==> config.mk <==
export PLATFORM = sky130hd
export DESIGN_NAME = imm_encoder
export DESIGN_NICKNAME = d
export VERILOG_FILES = /design/src/rtl/imm_encoder_pkg.sv /design/src/rtl/imm_pack_check.sv /design/src/rtl/imm_encoder.sv
export SDC_FILE = /design/constraint.sdc
export NUM_CORES = 1
export LEC_CHECK = 0
export CAP_MARGIN = 20
export CORE_UTILIZATION = 45
export CTS_CLUSTER_DIAMETER = 30
export DETAILED_ROUTE_END_ITERATION = 7
export PLACE_DENSITY_LB_ADDON = 0.15
export SLEW_MARGIN = 0
export SYNTH_ARGS = -nofsm -noshare
export SYNTH_HDL_FRONTEND = slang
export SYNTH_SLANG_ARGS = --single-unit
==> constraint.sdc <==
create_clock -name i_clk -period 2.2 [get_ports i_clk]
set_clock_uncertainty 0.15 [all_clocks]
set_input_delay 0.22 -clock i_clk [delete_from_list [all_inputs] [get_ports i_clk]]
set_output_delay 0.22 -clock i_clk [all_outputs]
set_load 0.03 [all_outputs]
==> src/rtl/imm_encoder_pkg.sv <==
// Shared immediate-format codes and helpers for the instruction immediate encoder.
// Format codes here are the ones the datapath extractor decodes.
package imm_encoder_pkg;

   localparam int IMM_CTL_W = 3;

   localparam logic [IMM_CTL_W-1:0] IMM_I_TYPE = 3'd0;
   localparam logic [IMM_CTL_W-1:0] IMM_S_TYPE = 3'd1;
   localparam logic [IMM_CTL_W-1:0] IMM_B_TYPE = 3'd2;
   localparam logic [IMM_CTL_W-1:0] IMM_J_TYPE = 3'd3;
   localparam logic [IMM_CTL_W-1:0] IMM_U_TYPE = 3'd4;

   // True when v[31:msb] are all equal, i.e. v is a sign extension of v[msb:0].
   function automatic logic fits_signed(input logic [31:0] v, input int unsigned msb);
      logic [31:0] s;
      s = 32'($signed(v) >>> msb);
      return (s == '0) || (s == '1);
   endfunction

endpackage

==> src/rtl/imm_pack_check.sv <==
// Combinational field packer: scatters an immediate into instr[31:7] and flags
// immediates the chosen format cannot represent.
module imm_pack_check
   import imm_encoder_pkg::*;
(
   input  logic [IMM_CTL_W-1:0] ctl,
   input  logic                 sign_ext,
   input  logic [31:0]          imm,
   input  logic [24:0]          base_bits,
   output logic [24:0]          bits,
   output logic                 err
);

   always_comb begin
      bits = base_bits;
      err  = 1'b0;
      unique case (ctl)
         IMM_I_TYPE: begin
            bits[24:13] = imm[11:0];
            err = sign_ext ? !fits_signed(imm, 11) : (imm[31:12] != '0);
         end
         IMM_S_TYPE: begin
            bits[24:18] = imm[11:5];
            bits[4:0]   = imm[4:0];
            err = !fits_signed(imm, 11);
         end
         IMM_B_TYPE: begin
            bits[24]    = imm[12];
            bits[23:18] = imm[10:5];
            bits[4:1]   = imm[4:1];
            bits[0]     = imm[11];
            err = !fits_signed(imm, 12) || imm[0];
         end
         IMM_J_TYPE: begin
            bits[24]    = imm[20];
            bits[23:14] = imm[10:1];
            bits[13]    = imm[11];
            bits[12:5]  = imm[19:12];
            err = !fits_signed(imm, 20) || imm[0];
         end
         IMM_U_TYPE: begin
            bits[24:5] = imm[31:12];
            err = (imm[11:0] != '0);
         end
         default: err = 1'b1;
      endcase
   end

endmodule

==> src/rtl/imm_encoder.sv <==
// Two-stage valid/ready immediate encoder with a saturating error counter.
// S1 holds the packed/checked request, S2 is the output register.
module imm_encoder
   import imm_encoder_pkg::*;
#(
   parameter int ERR_CNT_W = 8
) (
   input  logic                 i_clk,
   input  logic                 i_rst_n,
   input  logic                 i_valid,
   output logic                 o_ready,
   input  logic [IMM_CTL_W-1:0] i_imm_ctl,
   input  logic                 i_sign_ext,
   input  logic [31:0]          i_imm,
   input  logic [24:0]          i_base_bits,
   output logic                 o_valid,
   input  logic                 i_ready,
   output logic [24:0]          o_instr_bits,
   output logic                 o_err,
   output logic [ERR_CNT_W-1:0] o_err_cnt,
   input  logic                 i_err_clr
);

   logic [24:0]          bits_p0;
   logic                 err_p0;
   logic                 vld_p1;
   logic [24:0]          bits_p1;
   logic                 err_p1;
   logic                 vld_p2;
   logic [24:0]          bits_p2;
   logic                 err_p2;
   logic                 s2_load;
   logic                 s1_load;
   logic [ERR_CNT_W-1:0] err_cnt;

   imm_pack_check u_pack (
      .ctl       (i_imm_ctl),
      .sign_ext  (i_sign_ext),
      .imm       (i_imm),
      .base_bits (i_base_bits),
      .bits      (bits_p0),
      .err       (err_p0)
   );

   assign s2_load = !vld_p2 || i_ready;
   assign o_ready = !vld_p1 || s2_load;
   assign s1_load = i_valid && o_ready;

   // Stage 1: request capture
   always_ff @(posedge i_clk or negedge i_rst_n) begin
      if (!i_rst_n) begin
         vld_p1 <= 1'b0;
      end else if (o_ready) begin
         vld_p1 <= i_valid;
      end
   end

   always_ff @(posedge i_clk) begin
      if (s1_load) begin
         bits_p1 <= bits_p0;
         err_p1  <= err_p0;
      end
   end

   // Stage 2: output register, held stable while the consumer stalls
   always_ff @(posedge i_clk or negedge i_rst_n) begin
      if (!i_rst_n) begin
         vld_p2  <= 1'b0;
         bits_p2 <= '0;
         err_p2  <= 1'b0;
      end else if (s2_load) begin
         vld_p2 <= vld_p1;
         if (vld_p1) begin
            bits_p2 <= bits_p1;
            err_p2  <= err_p1;
         end
      end
   end

   always_ff @(posedge i_clk or negedge i_rst_n) begin
      if (!i_rst_n) begin
         err_cnt <= '0;
      end else if (i_err_clr) begin
         err_cnt <= '0;
      end else if (vld_p2 && i_ready && err_p2 && (err_cnt != '1)) begin
         err_cnt <= err_cnt + 1'b1;
      end
   end

   assign o_valid      = vld_p2;
   assign o_instr_bits = bits_p2;
   assign o_err        = err_p2;
   assign o_err_cnt    = err_cnt;

endmodule

==> results of run 1 <==
repair_timing:
item | in CTS | in global routing
hold endpoints to repair | 36 | 0
hold buffers | 1 | 0
setup buffers | 0 | 0
worst max-delay path by stage:
stage,end,from,cells past startpoint,slack [ns]
6_report,o_ready,i_ready,3,0.29
5_1_grt,o_ready,o_valid$_DFFE_PN0P_,2,0.21
4_1_cts,o_ready,o_valid$_DFFE_PN0P_,2,0.27
3_5_place_dp,bits_p1[10]$_DFFE_PP_,i_imm_ctl[0],5,0.04
3_3_place_gp,bits_p1[11]$_DFFE_PP_,i_imm_ctl[0],5,0.09
2_1_floorplan,bits_p1[0]$_DFFE_PP_,o_valid$_DFFE_PN0P_,2,0.08
metal layers:
metal,share of wire (%),vias up,global-route usage (%),routed length (um)
li1,-,1115,-,-
met1,43,1144,26.7,2960
met2,50,82,34.3,3500
met3,5.6,8,4.97,389
met4,1.4,0,8.46,98
met5,0,-,0,0
layout by cell type (no fill, tap or decap), drive strengths merged, types with 3 or more instances in the layout:
master and n:
edfxtp 26, dfrtp 36, mux2i 7, a22oi 6, a21oi 12, clkdlybuf4s50 100, mux2 38, o21ai 6
xnor2 5, nand3 4, nor2 22, nor4 8, nand4 8, nor3 5, nand2b 3, buf 10
nand2 14, bufinv 3, a22o 4, clkbuf 12
critical path, delay by kind of cell:
family / cells / cell delay, ns
buf+inv: 2 / 1.16
simple gates: 1 / 0.16
registers in the layout (all words and copies together) (netlist names):
signal        count
o_instr_bits     25
o_err_cnt         8
bits_p1          25
o_err             1
o_valid           1
err_p1            1
vld_p1            1
cell families (layout without fill, tap and decap cells):
kind of cell    count (synthesis)  count (layout)  synth area share [%]
simple gates                   77              77                  14.3
flops                          62              62                  56.5
mux                            45              45                  16.7
compound gates                 36              36                  8.32
buf+inv                        10             128                  2.02
xor+xnor                        6               6                  1.77
fa+ha+maj                       1               1                 0.420
power by group through the flow:
stage	combinational [mW]	clock, mW	sequential (mW)
after floorplan	0.253	0	1.63
after global placement	0.859	0	1.44
after detailed placement	0.869	0	1.44
after CTS	0.873	1.20	1.42
after global routing	0.914	1.26	1.44
final	0.867	1.17	1.42
per-stage QoR:
stage	power, mW	instance area, um^2	std cells	utilization (%)	setup slack (ns)
3_3_place_gp	2.30	4120	415	64.8	0.0913
5_1_grt	3.61	4360	432	68.6	0.206
4_1_cts	3.49	4360	432	68.6	0.267
3_5_place_dp	2.31	4120	415	64.8	0.0414
6_report	3.46	4360	432	68.6	0.285
2_1_floorplan	1.88	2980	237	-	0.0786
area by class of cell:
class / count / area (um^2) / area share (%)
repair buffers: 111 / 1110 / 25.5
clock buffers: 12 / 135 / 3.10
flip-flops and latches: 62 / 1680 / 38.6
clock inverters: 4 / 95.1 / 2.18
well taps: 77 / 96.3 / 2.21
multi-input cells: 165 / 1230 / 28.4
inverters: 1 / 3.75 / 0.0862
==> impl_results.md, run 1 <==
- Max Clock Freq: 0.522 GHz
- CTS tree: built
- Post-Syn Area: 0.00298 mm^2
- Crit path kind: input pin to output pin
- Layout cell share with drive strength beyond 1: approximately 20%
- Reg power frac: just over 40%
- Crit Path Max Fanout: 3
- Min cycle time layout: between 1.5 and 2 ns
- Starting density of the core: 46.9%
- Required @ worst endpoint: 1.83 ns
- CTS H-Tree Depth: 3
- Yosys reg bits: 62
- Final Wtd Congestion: 0.851
- Reg2reg end: o_err_cnt[3]$_DFFE_PN0P_
- Most numerous cell on the critical path: clkdlybuf4s50_1
- Final Hold Vio Count: 0
- Peak supply drop: between 400 and 500 uV
- Crit path DAT: 1.54 ns
- DRC: 0
- Endpoints failing setup: 0
- Post-Synthesis Net Count: 304
- Top FF cell, synth: dfrtp_1
- Hold Path Cell Cnt: 1
- Worst path slowest cell: clkdlybuf4s50_1
- Hold_sp: bits_p1[11]$_DFFE_PP_
- RSZ-0062 raised after global routing: no
- Clock Tree Buf Depth: 2
- Reg clk slew, reported paths: about 0.070 ns
- DP HPWL: about 5100 um
- Routed WL: 6940 um
- Die area: 0.00694 mm^2
- Synth cell count leaders: mux2_2, dfrtp_1, edfxtp_1
- Clock share of power: 33.9%
- Relative slew slack: 45.7%
- DR vias/cell: 5.44
- First-pass GRT wire length: between 10,000 and 15,000 um
- Final sum of negative setup slack: 0 ns
- Cell internal pwr: 2.54 mW
- Routed via count: 2,349
- Clk sink count: between 60 and 70
- Row Count: 29
- Status: complete, no violations
- Fill count: between 400 and 500
- Die width: 83.3 um
- Initial antenna violation count: 0
- Worst-Margin Slew: 0.814 ns
- MaxCap Viol Count: 0
- Sequential area share after synthesis: 56.5%
- Reg2Reg Depth: 5
- Antenna-violating nets left: 0
- Ant. Diodes: 0
- All-Layer GR Usage: between 20% and 30%
- Top-count cell post-synth: mux2_2
- Final period util: just under 90%
- Post-synth EDFFs: 26
- Worst skew pair latency: around 0.33 ns
- Sw Pwr: 916 uW
- Worst hold slack: 0.327 ns
- Reg2reg setup slack: 0.52 ns
- Max Slew Vio Count: 0
- Yosys top cell area share: 30.3%
- Gate power share: 25.1%
- Core footprint: between 0.006 and 0.007 mm^2
- Post_cts resized: 0
- Root buf cell: clkbuf_8
- GRT Residual Overflow: 0
- Die Height: 83.3 um
- Leak Pwr: 1.66 nW
- DR pass1 iterations: 5
- Post-synthesis cell type count: 50
- Ys Warns: 0
- Setup crit end kind: output pin
- CTS buffer count: 9
- Synth top area cells: dfrtp_1, edfxtp_1, mux2_2, nor2_1, mux2i_1
- Yosys top cell by area: dfrtp_1
- Post-synthesis cell count: between 200 and 250
- Port Buffers: 101
- Drt initial violations: 72
- FF-to-FF Start: o_err_cnt[0]$_DFFE_PN0P_
- Number of global-route vias before repair: 2,274
- Area Growth Syn to Fin: 46.3%
- Top Ports: 102
- Routed len/inst: 16.1 um
- Startpoint type of the worst setup path: input pin
- Sw frac: a little over a quarter
- Nets: 417
- Min-Delay Endpoint: o_instr_bits[11]$_DFFE_PN0P_
- Ys async rst share: 58.1%
- Power density of the placed cells: 794 mW/mm^2
- Avg Inst Size Synth: 12.6 um^2
- Max incr delay on CP: 0.68 ns
- Largest net degree at the start of global routing: 37
- Critical path cell sequence: clkdlybuf4s50_1 > nand3b_1 > clkdlybuf4s50_1
- Hold crit path type: register to register
(Power assumes the default switching activity.)
==> inputs of run 2 (changes only) <==
--- a/config.mk
+++ b/config.mk
@@ -6,9 +6,10 @@
 export NUM_CORES = 1
 export LEC_CHECK = 0
 export CAP_MARGIN = 20
-export CORE_UTILIZATION = 45
+export CORE_UTILIZATION = 49
 export CTS_CLUSTER_DIAMETER = 30
 export DETAILED_ROUTE_END_ITERATION = 7
+export GPL_TIMING_DRIVEN = 0
 export PLACE_DENSITY_LB_ADDON = 0.15
 export SLEW_MARGIN = 0
 export SYNTH_ARGS = -nofsm -noshare
==> constraint.sdc (replaced) <==
create_clock -name i_clk -period 2.35 [get_ports i_clk]
set_clock_uncertainty 0.15 [all_clocks]
set_input_delay 0.235 -clock i_clk [delete_from_list [all_inputs] [get_ports i_clk]]
set_output_delay 0.235 -clock i_clk [all_outputs]
set_load 0.03 [all_outputs]
==> run 2 against run 1 <==
Compared with the run above:
- first-iteration DRC count down 22%
- global-route usage up 3.2 points
- critical path depth down 1
- sequential power down 6%
- via count up 0.34%
- non-clock buffer count unchanged
- register-to-register slack better by 0.12 ns
- sequential share of layout area up 0.51 points
- critical path type is now register to output pin
- critical endpoint unchanged
==> impl_results.md, run 2 (synthesis gave the netlist of run 1 again) <==
- Crit Path Max Fanout: 4 (+1)
- Routed WL: 7060 um (+1.7%)
- Largest net degree at the start of global routing: 37 (unchanged)
- Crit path kind: register to output pin
- MaxCap Viol Count: 0 (unchanged)
- Hold crit path type: input pin to register
- Most common cell after layout, fill and taps aside: clkdlybuf4s50_1
- Commonest cells after routing, fill and taps aside: clkdlybuf4s50_1, mux2_2, dfrtp_1, edfxtp_1, nor2_1
- Core footprint: 0.00589 mm^2 (-7.3%)
- Die width: 79.9 um (-4.1%)
- DR pass1 iterations: 4 (-1)
- Max Slew Vio Count: 0 (unchanged)
- Peak supply drop: 513 uV (+9.1%)
- DRC: 0 (unchanged)
- Final Hold Vio Count: 0 (unchanged)
- Area Growth Syn to Fin: 44.4%
- Dpl cells: 413 (-0.48%)
- Layout cell share with drive strength beyond 1: 19.4% (-0.28 points)
- First-pass GRT wire length: 11,300 um (+1.3%)
- Top Ports: 102 (unchanged)
- DR vias/cell: 5.48 (+0.81%)
- Clock Tree Buf Depth: 2 (unchanged)
- All-Layer GR Usage: 24.1% (+3.2 points)
- Status: complete, no violations
- Initial antenna violation count: 0 (unchanged)
- DP HPWL: 5270 um (+3.4%)
- Post-CTS Setup Bufs: 0 (unchanged)
- RSZ-0062 raised after global routing: no
- Root buf cell: clkbuf_8
- Number of global-route vias before repair: 2,345 (+3.1%)
- Setup crit end kind: output pin
- Leak Pwr: 1.63 nW (-1.5%)
- Worst skew pair latency: 0.33 ns (about the same)
- Startpoint type of the worst setup path: register
- CTS buffer count: 9 (unchanged)
- Endpoints failing setup: 0 (unchanged)
- Area of the multi-input gates: 0.00123 mm^2 (unchanged)
- Nets: 417 (unchanged)
- Final period util: 82.8%
- CTS tree: built
- Row Count: 28 (-3.4%)
- Worst-Margin Slew: 0.822 ns (+0.00807 ns)
- Final Non-Filler Cells: 430 (-0.46%)
- CTS H-Tree Depth: 3 (unchanged)
- Fill count: 435 (-6.9%)
- Required @ worst endpoint: 1.97 ns (+0.14 ns)
- Final Wtd Congestion: 0.812 (-4.6%)
- Relative slew slack: 45.2% (-0.54 points)
- Routed len/inst: 16.4 um (+2.2%)
- Area taken by flip-flops and latches: 0.00168 mm^2 (unchanged)
- Power density of the placed cells: 709 mW/mm^2 (-11%)
- Max Clock Freq: 0.514 GHz
- Starting density of the core: 50.6% (+3.7 points)
- Crit path DAT: 1.56 ns (+0.02 ns)
- Reg clk slew, reported paths: 0.07 ns (about the same)
- Routed via count: 2,357 (+0.34%)
- Drt initial violations: 56 (-22%)
- Clk sink count: 62 (unchanged)
- Die Height: 79.9 um (-4.1%)
- Min cycle time layout: 1.95 ns
- Port Buffers: 100 (-0.99%)
- Ant. Diodes: 0 (unchanged)
- GRT Residual Overflow: 0 (unchanged)
- Die area: 0.00639 mm^2 (-8.0%)
- Final sum of negative setup slack: 0 ns (unchanged)
- Antenna-violating nets left: 0 (unchanged)
==> run 2: changes by cell type in the layout (fill, tap and decap cells not counted), sizes merged <==
cell	change
buf	-1
inv	+1
bufinv	-3
clkdlybuf4s50	-1
clkbuf	+4
==> run 2: repair_timing <==
action | 4_1_cts | 5_1_grt
hold buffers | 1 | 0
resized for setup | 0 | 0
hold endpoints to repair | 36 | 0
==> run 2: final timing paths <==
check	from	end	slack [ns]	cells past startpoint
worst max-delay path	o_valid$_DFFE_PN0P_	o_ready	0.40	2
worst min-delay path	i_err_clr	o_err_cnt[4]$_DFFE_PN0P_	0.11	2
worst max register to register	o_err_cnt[0]$_DFFE_PN0P_	o_err_cnt[6]$_DFFE_PN0P_	0.64	6
worst min register to register	bits_p1[15]$_DFFE_PP_	o_instr_bits[15]$_DFFE_PN0P_	0.33	1
max in group asynchronous	i_rst_n	o_instr_bits[8]$_DFFE_PN0P_	1.14	2
min in group asynchronous	i_rst_n	o_instr_bits[4]$_DFFE_PN0P_	0.38	2
==> run 2: area by class of cell <==
| class | count | area share (%) |
|---|---|---|
| flip-flops and latches | 62 | 39.1 |
| multi-input cells | 165 | 28.7 |
| repair buffers | 102 | 24.0 |
| clock buffers | 14 | 4.28 |
| well taps | 75 | 2.18 |
| plain buffers | 9 | 1.31 |
| clock inverters | 2 | 0.262 |
| inverters | 1 | 0.0873 |
==> run 2: critical path, stage by stage (launching register included) <==
cell and delay (ns):
dfrtp_1 0.41, nand3b_1 0.14, clkdlybuf4s50_1 0.68
==> run 2: power by group <==
group          internal, mW  switching (mW)
combinational         0.401           0.409
clock                 0.505           0.405
sequential             1.27          0.0594
==> run 2: metrics by stage <==
step / hold slack [ns] / instance area (um^2) / setup slack, ns / power (mW) / utilization (%)
global placement: 0.307 / 4070 / -0.0783 / 2.14 / 69.2
detailed placement: 0.240 / 4090 / 0.158 / 2.16 / 69.6
floorplan: -0.211 / 2980 / 0.229 / 1.76 / -
finish: 0.105 / 4300 / 0.404 / 3.05 / 73.0
CTS: 0.0892 / 4300 / 0.405 / 3.07 / 73.0
global route: 0.114 / 4300 / 0.353 / 3.18 / 73.0
==> run 2: metal layers <==
layer	GRT usage (%)	wire length (um)	up-vias
li1	-	-	1120
met1	30.2	2970	1151
met2	39.7	3600	74
met3	6.51	372	12
met4	8.75	123	0
met5	0	0	-
